**config.mk**
```make
export PLATFORM = sky130hd
export DESIGN_NAME = pc_fetch_unit
export DESIGN_NICKNAME = d
export VERILOG_FILES = /design/src/rtl/pc_fetch_unit_pkg.sv /design/src/rtl/pc_fetch_unit_pc_next_mux.sv /design/src/rtl/pc_fetch_unit.sv
export SDC_FILE = /design/constraint.sdc
export NUM_CORES = 1
export LEC_CHECK = 0
export CORE_UTILIZATION = 45
export CTS_BUF_LIST = sky130_fd_sc_hd__clkbuf_8
export DETAILED_ROUTE_END_ITERATION = 7
export HOLD_SLACK_MARGIN = 0.15
export PLACE_DENSITY = 0.8
export SLEW_MARGIN = 10
export SYNTH_ARGS = -nofsm -noshare
export SYNTH_HDL_FRONTEND = slang
export SYNTH_SLANG_ARGS = --single-unit
```
**constraint.sdc**
```tcl
create_clock -name clk -period 3 [get_ports clk]
set_input_delay 0.45 -clock clk [delete_from_list [all_inputs] [get_ports clk]]
set_output_delay 0.45 -clock clk [all_outputs]
set_load 0.01 [all_outputs]
```
**src/rtl/pc_fetch_unit_pkg.sv**
```systemverilog
// Shared fetch-stage types and parameter defaults for pc_fetch_unit and its next-PC mux.
// Pure declarations: no logic, no latency, no backpressure.
package pc_fetch_unit_pkg;

    typedef enum logic [1:0] {
        ST_BOOT = 2'd0,
        ST_RUN  = 2'd1,
        ST_HALT = 2'd2
    } fetch_state_e;

    localparam int unsigned DEF_XLEN         = 32;
    localparam logic [31:0] DEF_RESET_VECTOR = 32'h0000_0000;
    localparam logic [31:0] DEF_TRAP_VECTOR  = 32'h0000_0100;
    localparam int unsigned DEF_ILEN_BYTES   = 4;

endpackage

```
**src/rtl/pc_fetch_unit_pc_next_mux.sv**
```systemverilog
// Combinational next-PC select (trap > branch > sequential > hold) with misaligned-target check.
// Zero latency; redirects ignore StallF and imem_ready, and nothing is selected while in BOOT.
module pc_next_mux
    import pc_fetch_unit_pkg::*;
#(
    parameter int unsigned     XLEN        = DEF_XLEN,
    parameter logic [XLEN-1:0] TRAP_VECTOR = DEF_TRAP_VECTOR,
    parameter int unsigned     ILEN_BYTES  = DEF_ILEN_BYTES
) (
    input  logic [XLEN-1:0] pc_i,
    input  fetch_state_e    state_i,
    input  logic            trap_i,
    input  logic            branch_i,
    input  logic [XLEN-1:0] target_i,
    input  logic            accept_i,
    output logic [XLEN-1:0] pc_plus_o,
    output logic [XLEN-1:0] pc_next_o,
    output logic            redirect_o,
    output logic            misalign_o
);

    localparam logic [XLEN-1:0] ILEN_INC   = XLEN'(ILEN_BYTES);
    localparam logic [XLEN-1:0] ALIGN_MASK = XLEN'(ILEN_BYTES - 1);

    logic target_misaligned;

    assign pc_plus_o         = pc_i + ILEN_INC;
    assign target_misaligned = |(target_i & ALIGN_MASK);

    always_comb begin
        pc_next_o  = pc_i;
        redirect_o = 1'b0;
        misalign_o = 1'b0;
        if (state_i != ST_BOOT) begin
            redirect_o = trap_i | branch_i;
            if (trap_i) begin
                pc_next_o = TRAP_VECTOR;
            end else if (branch_i) begin
                // A misaligned target is never fetched; it is turned into a trap redirect.
                if (target_misaligned) begin
                    pc_next_o  = TRAP_VECTOR;
                    misalign_o = 1'b1;
                end else begin
                    pc_next_o = target_i;
                end
            end else if (accept_i) begin
                pc_next_o = pc_plus_o;
            end
        end
    end

endmodule

```
**src/rtl/pc_fetch_unit.sv**
```systemverilog
// Fetch-stage PC: BOOT/RUN/HALT control, PC register, misalign capture and accepted-fetch counter.
// PC/imem_req update one edge after inputs; holds on StallF or !imem_ready, redirects override both.
module pc_fetch_unit
    import pc_fetch_unit_pkg::*;
#(
    parameter int unsigned     XLEN         = DEF_XLEN,
    parameter logic [XLEN-1:0] RESET_VECTOR = DEF_RESET_VECTOR,
    parameter logic [XLEN-1:0] TRAP_VECTOR  = DEF_TRAP_VECTOR,
    parameter int unsigned     ILEN_BYTES   = DEF_ILEN_BYTES
) (
    input  logic            clk,
    input  logic            rst,
    input  logic            StallF,
    input  logic            BranchTakenE,
    input  logic [XLEN-1:0] BranchTargetE,
    input  logic            TrapReq,
    input  logic            Halt,
    input  logic            Resume,
    input  logic            imem_ready,
    output logic            imem_req,
    output logic [XLEN-1:0] PC,
    output logic [XLEN-1:0] PCPlus4F,
    output logic            FlushD,
    output logic            MisalignF,
    output logic [XLEN-1:0] BadAddr,
    output logic [XLEN-1:0] FetchCount
);

    localparam logic [XLEN-1:0] CNT_ONE = XLEN'(1);

    fetch_state_e    state_q;
    logic            imem_req_q;
    logic [XLEN-1:0] pc_q, pc_d;
    logic [XLEN-1:0] pc_plus;
    logic            misalign_q, misalign_d;
    logic [XLEN-1:0] bad_addr_q, bad_addr_d;
    logic [XLEN-1:0] fetch_cnt_q, fetch_cnt_d;
    logic            accept;
    logic            redirect;

    assign accept = imem_req_q & imem_ready & ~StallF;

    pc_next_mux #(
        .XLEN        (XLEN),
        .TRAP_VECTOR (TRAP_VECTOR),
        .ILEN_BYTES  (ILEN_BYTES)
    ) u_pc_next_mux (
        .pc_i       (pc_q),
        .state_i    (state_q),
        .trap_i     (TrapReq),
        .branch_i   (BranchTakenE),
        .target_i   (BranchTargetE),
        .accept_i   (accept),
        .pc_plus_o  (pc_plus),
        .pc_next_o  (pc_d),
        .redirect_o (redirect),
        .misalign_o (misalign_d)
    );

    // A redirect abandons the in-flight request, so it never counts as a fetch.
    always_comb begin
        bad_addr_d  = misalign_d ? BranchTargetE : bad_addr_q;
        fetch_cnt_d = (accept && !redirect) ? fetch_cnt_q + CNT_ONE : fetch_cnt_q;
    end

    // Trap always lands in RUN; a branch leaves HALT/RUN selection to Halt/Resume.
    always_ff @(posedge clk) begin
        if (rst) begin
            state_q    <= ST_BOOT;
            imem_req_q <= 1'b0;
        end else begin
            case (state_q)
                ST_BOOT: begin
                    state_q    <= ST_RUN;
                    imem_req_q <= 1'b1;
                end
                ST_RUN: begin
                    if (Halt && !TrapReq) begin
                        state_q    <= ST_HALT;
                        imem_req_q <= 1'b0;
                    end
                end
                ST_HALT: begin
                    if (Resume || TrapReq) begin
                        state_q    <= ST_RUN;
                        imem_req_q <= 1'b1;
                    end
                end
                default: begin
                    state_q    <= ST_BOOT;
                    imem_req_q <= 1'b0;
                end
            endcase
        end
    end

    always_ff @(posedge clk) begin
        if (rst) begin
            pc_q        <= RESET_VECTOR;
            misalign_q  <= 1'b0;
            bad_addr_q  <= '0;
            fetch_cnt_q <= '0;
        end else begin
            pc_q        <= pc_d;
            misalign_q  <= misalign_d;
            bad_addr_q  <= bad_addr_d;
            fetch_cnt_q <= fetch_cnt_d;
        end
    end

    assign imem_req   = imem_req_q;
    assign PC         = pc_q;
    assign PCPlus4F   = pc_plus;
    assign FlushD     = redirect;
    assign MisalignF  = misalign_q;
    assign BadAddr    = bad_addr_q;
    assign FetchCount = fetch_cnt_q;

endmodule

```
==> metrics.md, run 1 <==
| Metric | Value |
|---|---|
| Post-synth EDFFs | `0` |
| Initial antenna violation count | `0` |
| Port bufs | `170` |
| Root buf cell | `clkbuf_8` |
| Synth top area share | `0.4085` |
| Clock transition at path regs | `100 ps` |
| Worst-Skew Late Latency | `380 ps` |
| Die H | `105.8 um` |
| YS warnings | `0` |
| Via Count | `5184` |
| Distinct cells, synth | `50` |
| Starting Density | `0.4679` |
| Vias per std cell | `between 5 and 6` |
| Hold path depth | `2` |
| Crit. End Element | `primary output` |
| Pre-Repair DR Iteration Count | `5` |
| CTS tree | `built` |
| Tightest Pin Transition | `656.4 ps` |
| Placed insts | `about 900` |
| Worst r2r dst | `FetchCount[31]` |
| Synth area leaders | `dfxtp_1 41%, nand2_1 7.8%, xnor2_1 5.8%, nor2_1 5.0%, xor2_1 4.9%` |
| Layout cells sized above 1 | `0.08974` |
| Row count | `37` |
| Clock Sinks | `99` |
| MaxCap Viol Count | `0` |
| Syn Area/Cell | `7.967 um^2` |
| Final Cycle Share | `0.9771` |
| Syn nets | `651` |
| All-Layer GR Usage | `0.2789` |
| Highest-delay cell along the critical path | `clkdlybuf4s50_1` |
| Synthesized flop and latch total | `99` |
| Die width | `105.8 um` |
| Predominant post-synthesis flop cell | `dfxtp_1` |
| Top Ports | `171` |
| Rel. slew slack | `0.5611` |
| Htree depth | `3` |
| Status | `completed` |
| Worst-path cell chain | `nand4_1, buf_4, nor4_1, xor2_1, clkdlybuf4s50_1` |
| Hold EP | `BadAddr[4]` |
| Largest net degree at the start of global routing | `68` |
| GPL Wtd Cong | `0.8526` |
| Nets@finish | `between 800 and 900` |
| DR WL/cell | `~17 um` |
| Global-route wire length before repair | `25.02 mm` |
| Synthesized area | `4852 um^2` |
| R2r setup slk | `about 740 ps` |
| Core Box Area | `10370 um^2` |
| GRT overflow | `0` |
| HP Class | `flop to flop` |
| Pwr Total | `2.524 mW` |
| Die ar. | `11200 um^2` |
| Max Slew Vio Count | `0` |
| Beginning of the worst register-to-register path | `FetchCount[3]` |
| Number of global-route vias before repair | `4919` |
| Tmin final | `2931 ps` |
| Crit path DAT | `2480 ps` |
| Post-DP HPWL | `between 10 and 15 mm` |
| Clock skew | `14.01 ps` |
| Register area share after synthesis | `0.4085` |
| ANT nets after route | `0` |
| DRC | `0` |
| Non-Filler Instances | `about 920` |
| CTS buffer count | `9` |
| Share of flip-flops with an asynchronous set or reset | `0` |
| Crit Path Max Fanout | `7` |
| Post-Syn Instances | `609` |
| Worst reg2reg path depth | `5` |
| RSZ-0062 raised after global routing | `no` |
| Hold wc startpoint | `BadAddr[4]` |
| Worst path required time | `~2600 ps` |
| WS Path Type | `flop to primary output` |
| First DRT Iteration DRCs | `255` |
| Fin area | `7072 um^2` |
| Final count of hold timing violations | `0` |
| Area grow syn2layout | `45.75%` |
| Final Setup Violations | `0` |
| F_max | `around 0.34 GHz` |
| Placed Instance Area | `6774 um^2` |
| Maximum clock insertion buffer count | `2` |
| Dominant cell type by area after synthesis | `dfxtp_1` |
| Ant. Diodes | `0` |
| PD cells | `356.9 nW/um^2` |
| Pleak | `2.410 nW` |
| CP max stage delay | `580 ps` |
| Peak VDD IR | `roughly 0.26 mV` |
| Crit start category | `flop` |
| TNS Setup | `0 ps` |
| Routed WL | `15.66 mm` |
| Cts hold-fix bufs | `0` |
through the flow:
stage	hold slack, ps	util	worst slack (ps)
after floorplan	480.5	-	610.1
after global placement	441.6	0.6532	411.8
after detailed placement	447.3	0.6532	332.7
after CTS	460.4	0.6742	8.960
after global routing	483.5	0.6820	15.71
final	456.9	0.6820	68.84
layout by cell type, fill, tap and decap left out, types with 12 or more instances in the layout:
| master | Yosys | routed |
|---|---|---|
| nor2_1 | 64 | 63 |
| inv_1 | 11 | 12 |
| nand4_1 | 26 | 26 |
| nand3_1 | 25 | 22 |
| nand2_1 | 101 | 101 |
| a22oi_1 | 17 | 17 |
| a21oi_1 | 47 | 47 |
| xnor2_1 | 32 | 30 |
| clkdlybuf4s50_1 | 0 | 169 |
| buf_4 | 2 | 18 |
| nor3_1 | 14 | 12 |
| o21ai_0 | 18 | 18 |
| xor2_1 | 27 | 27 |
| dfxtp_1 | 99 | 88 |
worst max path at each step:
stage / start / endpoint / cells after the start
global route: PC[22] / PCPlus4F[30] / 5
detailed placement: BranchTakenE / FetchCount[26] / 6
CTS: PC[6] / PCPlus4F[25] / 6
finish: PC[4] / PCPlus4F[13] / 5
global placement: PC[2] / PCPlus4F[24] / 8
floorplan: PC[2] / PCPlus4F[24] / 6
flip-flops by register name, summed over array words and instances (netlist names):
register,flops
FetchCount,32
MisalignF,1
state_q,2
BadAddr,32
PC,32
final cells by class:
cell class,instances,area [um^2]
Fill cell,881,3298
Multi-Input combinational cell,461,2761
Timing Repair Buffer,192,1903
Clock buffer,9,123.9
Inverter,12,45.04
Sequential cell,99,1998
Tap cell,136,170.2
Clock inverter,7,70.07
synthesized netlist by cell type, drive strengths merged (8+ instances only):
cell    count
nand2     102
and2        8
nor3       16
nor2       64
nand3      26
xor2       27
a22oi      17
nor4       13
o21ai      18
inv        11
nand4      26
clkbuf     30
a21oi      47
xnor2      32
dfxtp      99
worst max-delay path: cells and delay by family (launching register included):
family | cells | cell delay (ps)
xor+xnor | 1 | 280
buf+inv | 2 | 820
flops | 1 | 410
simple gates | 2 | 590
report_power, final:
group          switching (mW)  internal (mW)
logic                   0.150          0.142
registers              0.0213           1.34
clock network           0.493          0.383
total                   0.664           1.86
kinds of logic (layout without fill, tap and decap cells):
family / count (synthesis) / after routing / share of synthesized area
flops: 99 / 99 / 0.4085
compound gates: 113 / 113 / 0.1488
fa+ha+maj: 2 / 2 / 0.005156
buf+inv: 49 / 220 / 0.04022
simple gates: 285 / 285 / 0.2867
mux: 2 / 2 / 0.004126
xor+xnor: 59 / 59 / 0.1065
layer usage:
layer	vias up	GRT usage	share of wire
met4	0	0.1190	0.025
met2	226	0.4547	0.47
li1	2468	-	-
met1	2458	0.3634	0.43
met3	32	0.04638	0.070
met5	-	0	0
timing repair:
item | in CTS | in global routing
pin swaps | 0 | 2
setup endpoints to repair | 8 | 17
setup buffers | 0 | 1
hold endpoints to repair | 0 | 0
gates resized for setup | 5 | 21
(Power assumes the default switching activity.)
==> run 2: changes to the inputs <==
CORE_MARGIN = 2   (was unset)
==> run 2 against run 1 <==
- register-to-register slack better by 40 ps
- critical endpoint is now PCPlus4F[17]
- fmax up 0.92%
- worst setup slack better by 27 ps
- combinational power about the same
- cell count up 0.33%
- global-route usage down 1.2 points
- routed wire length down 0.94%
==> metrics.md, run 2 (same netlist as run 1, synthesis figures left out) <==
| Metric | Value |
|---|---|
| Row count | `37` |
| Post-layout util | `0.6763` |
| Crit. End Element | `primary output` |
| Largest net degree at the start of global routing | `91` |
| ANT nets after route | `0` |
| Nets@finish | `820` |
| Cts hold-fix bufs | `0` |
| DRC | `0` |
| Setup ws final | `95.70 ps` |
| Initial antenna violation count | `0` |
| Worst-Skew Late Latency | `between 300 and 400 ps` |
| Clock transition at path regs | `100 ps` |
| Clock network power share | `0.344` |
| Starting Density | `0.4658` |
| CP max stage delay | `590 ps` |
| Clock skew | `6.509 ps` |
| MaxCap Viol Count | `0` |
| Worst-path cell chain | `buf_4, nand4_1, nor3_1, buf_4, nand4_1, xnor2_2, clkdlybuf4s50_1` |
| Post-DP HPWL | `between 10 and 15 mm` |
| Maximum clock insertion buffer count | `2` |
| All-Layer GR Usage | `0.2670` |
| Net Sw Power | `roughly 650 uW` |
| Pre-CTS setup slack | `about 350 ps` |
| Clock Sinks | `99` |
| Pleak | `2.434 nW` |
| Most common cell after layout, fill and taps aside | `clkdlybuf4s50_1` |
| Area grow syn2layout | `45.18%` |
| Ant. Diodes | `0` |
| GPL Wtd Cong | `roughly 0.84` |
| Placed insts | `~900` |
| Die width | `between 100 and 150 um` |
| Status | `completed` |
| Via Count | `5144` |
| Internal Power | `1.858 mW` |
| Crit start category | `flop` |
| Final Cycle Share | `0.9681` |
| Final count of hold timing violations | `0` |
| CTS tree | `built` |
| Root buf cell | `clkbuf_8` |
| Logic pwr share | `0.117` |
| RSZ-0062 raised after global routing | `yes` |
| Number of global-route vias before repair | `4794` |
| Pwr Total | `2.511 mW` |
| Die H | `107.8 um` |
| DR WL/cell | `16.88 um` |
| Switch share | `0.2600` |
| Final Setup Violations | `0` |
| Top Ports | `171` |
| Core Box Area | `10420 um^2` |
| CTS buffer count | `9` |
| Peak VDD IR | `0.2285 mV` |
| Crit path DAT | `about 2500 ps` |
| Die ar. | `~12000 um^2` |
| Routed WL | `15.51 mm` |
| Port bufs | `170` |
| First DRT Iteration DRCs | `333` |
| Global-route wire length before repair | `between 20 and 25 mm` |
| TNS Setup | `0 ps` |
| Vias per std cell | `5.597` |
| Layout cells sized above 1 | `0.09068` |
| Sequential share of power | `0.540` |
| WS Path Type | `flop to primary output` |
| Htree depth | `3` |
| Tightest Pin Transition | `between 900 and 1000 ps` |
| Worst path required time | `about 2600 ps` |
| Most frequent cells in the layout | `168 x clkdlybuf4s50_1, 101 x nand2_1, 87 x dfxtp_1` |
| Pre-Repair DR Iteration Count | `5` |
| F_max | `roughly 0.34 GHz` |
| Crit Path Max Fanout | `11` |
| Tmin final | `a little under 3000 ps` |
| Highest-delay cell along the critical path | `clkdlybuf4s50_1` |
| Rel. slew slack | `0.3688` |
| GRT overflow | `0` |
| HP Class | `flop to flop` |
| PD cells | `356.5 nW/um^2` |
| Max Slew Vio Count | `0` |
| Non-Filler Instances | `919` |
==> run 2: changes by cell type in the layout (fill, tap and decap cells not counted), sizes merged <==
cell / change
buf: +3
clkdlybuf4s50: -1
dlymetal6s2s: +1
==> run 2: layout make-up <==
type	instances	area [um^2]
flip-flops and latches	99	1997
multi-input cells	461	2735
inverters	12	45.04
well taps	136	170.2
clock inverters	7	70.07
repair buffers	195	1903
clock buffers	9	123.9
fillers	860	3372
==> run 2: power by group through the flow <==
| stage | Clock (mW) | Sequential (mW) | Combinational, mW |
|---|---|---|---|
| finish | 0.863 | 1.36 | 0.293 |
| global placement | 0 | 1.38 | 0.285 |
| CTS | 0.882 | 1.35 | 0.291 |
| detailed placement | 0 | 1.38 | 0.289 |
| floorplan | 0 | 1.39 | 0.109 |
| global route | 0.933 | 1.36 | 0.314 |
==> run 2: final timing paths <==
check                                   start              to  slack, ps  cells after the start
worst max-delay path                    PC[2]    PCPlus4F[17]        100                      7
worst min-delay path              BadAddr[10]     BadAddr[10]        460                      2
worst max register to register  FetchCount[3]  FetchCount[29]        780                      5
worst min register to register    BadAddr[10]     BadAddr[10]        460                      2
==> run 2: timing repair <==
action	in CTS	in global routing
setup endpoints to repair	6	14
pin swaps	1	0
resized for setup	2	21
setup buffers	1	0
==> run 2: critical path: cells and delay by family, from the launching register on <==
family / cells / cell delay, ps
buf+inv: 3 / 950
simple gates: 3 / 540
flops: 1 / 360
xor+xnor: 1 / 250
==> run 2: per-stage QoR <==
step / cell area (um^2) / hold slack (ps)
6_report: 7044 / 457.3
5_1_grt: 7044 / 483.4
4_1_cts: 6987 / 460.1
3_5_place_dp: 6771 / 446.9
3_3_place_gp: 6771 / 441.0
2_1_floorplan: 4852 / 480.5
==> run 2: per-layer routing <==
metal / vias to the layer above / part of all wire / GRT usage
met2: 243 / 0.48 / 0.4376
met4: 0 / 0.014 / 0.06685
met1: 2404 / 0.42 / 0.3491
li1: 2475 / - / -
met3: 22 / 0.092 / 0.07082
met5: - / 0 / 0
==> run 3: changes to the inputs <==
ABC_CLOCK_PERIOD_IN_PS = 3000   (was unset)
==> results of run 3 <==
Same layout as run 2: the final DEF is identical, and so are final timing and power.
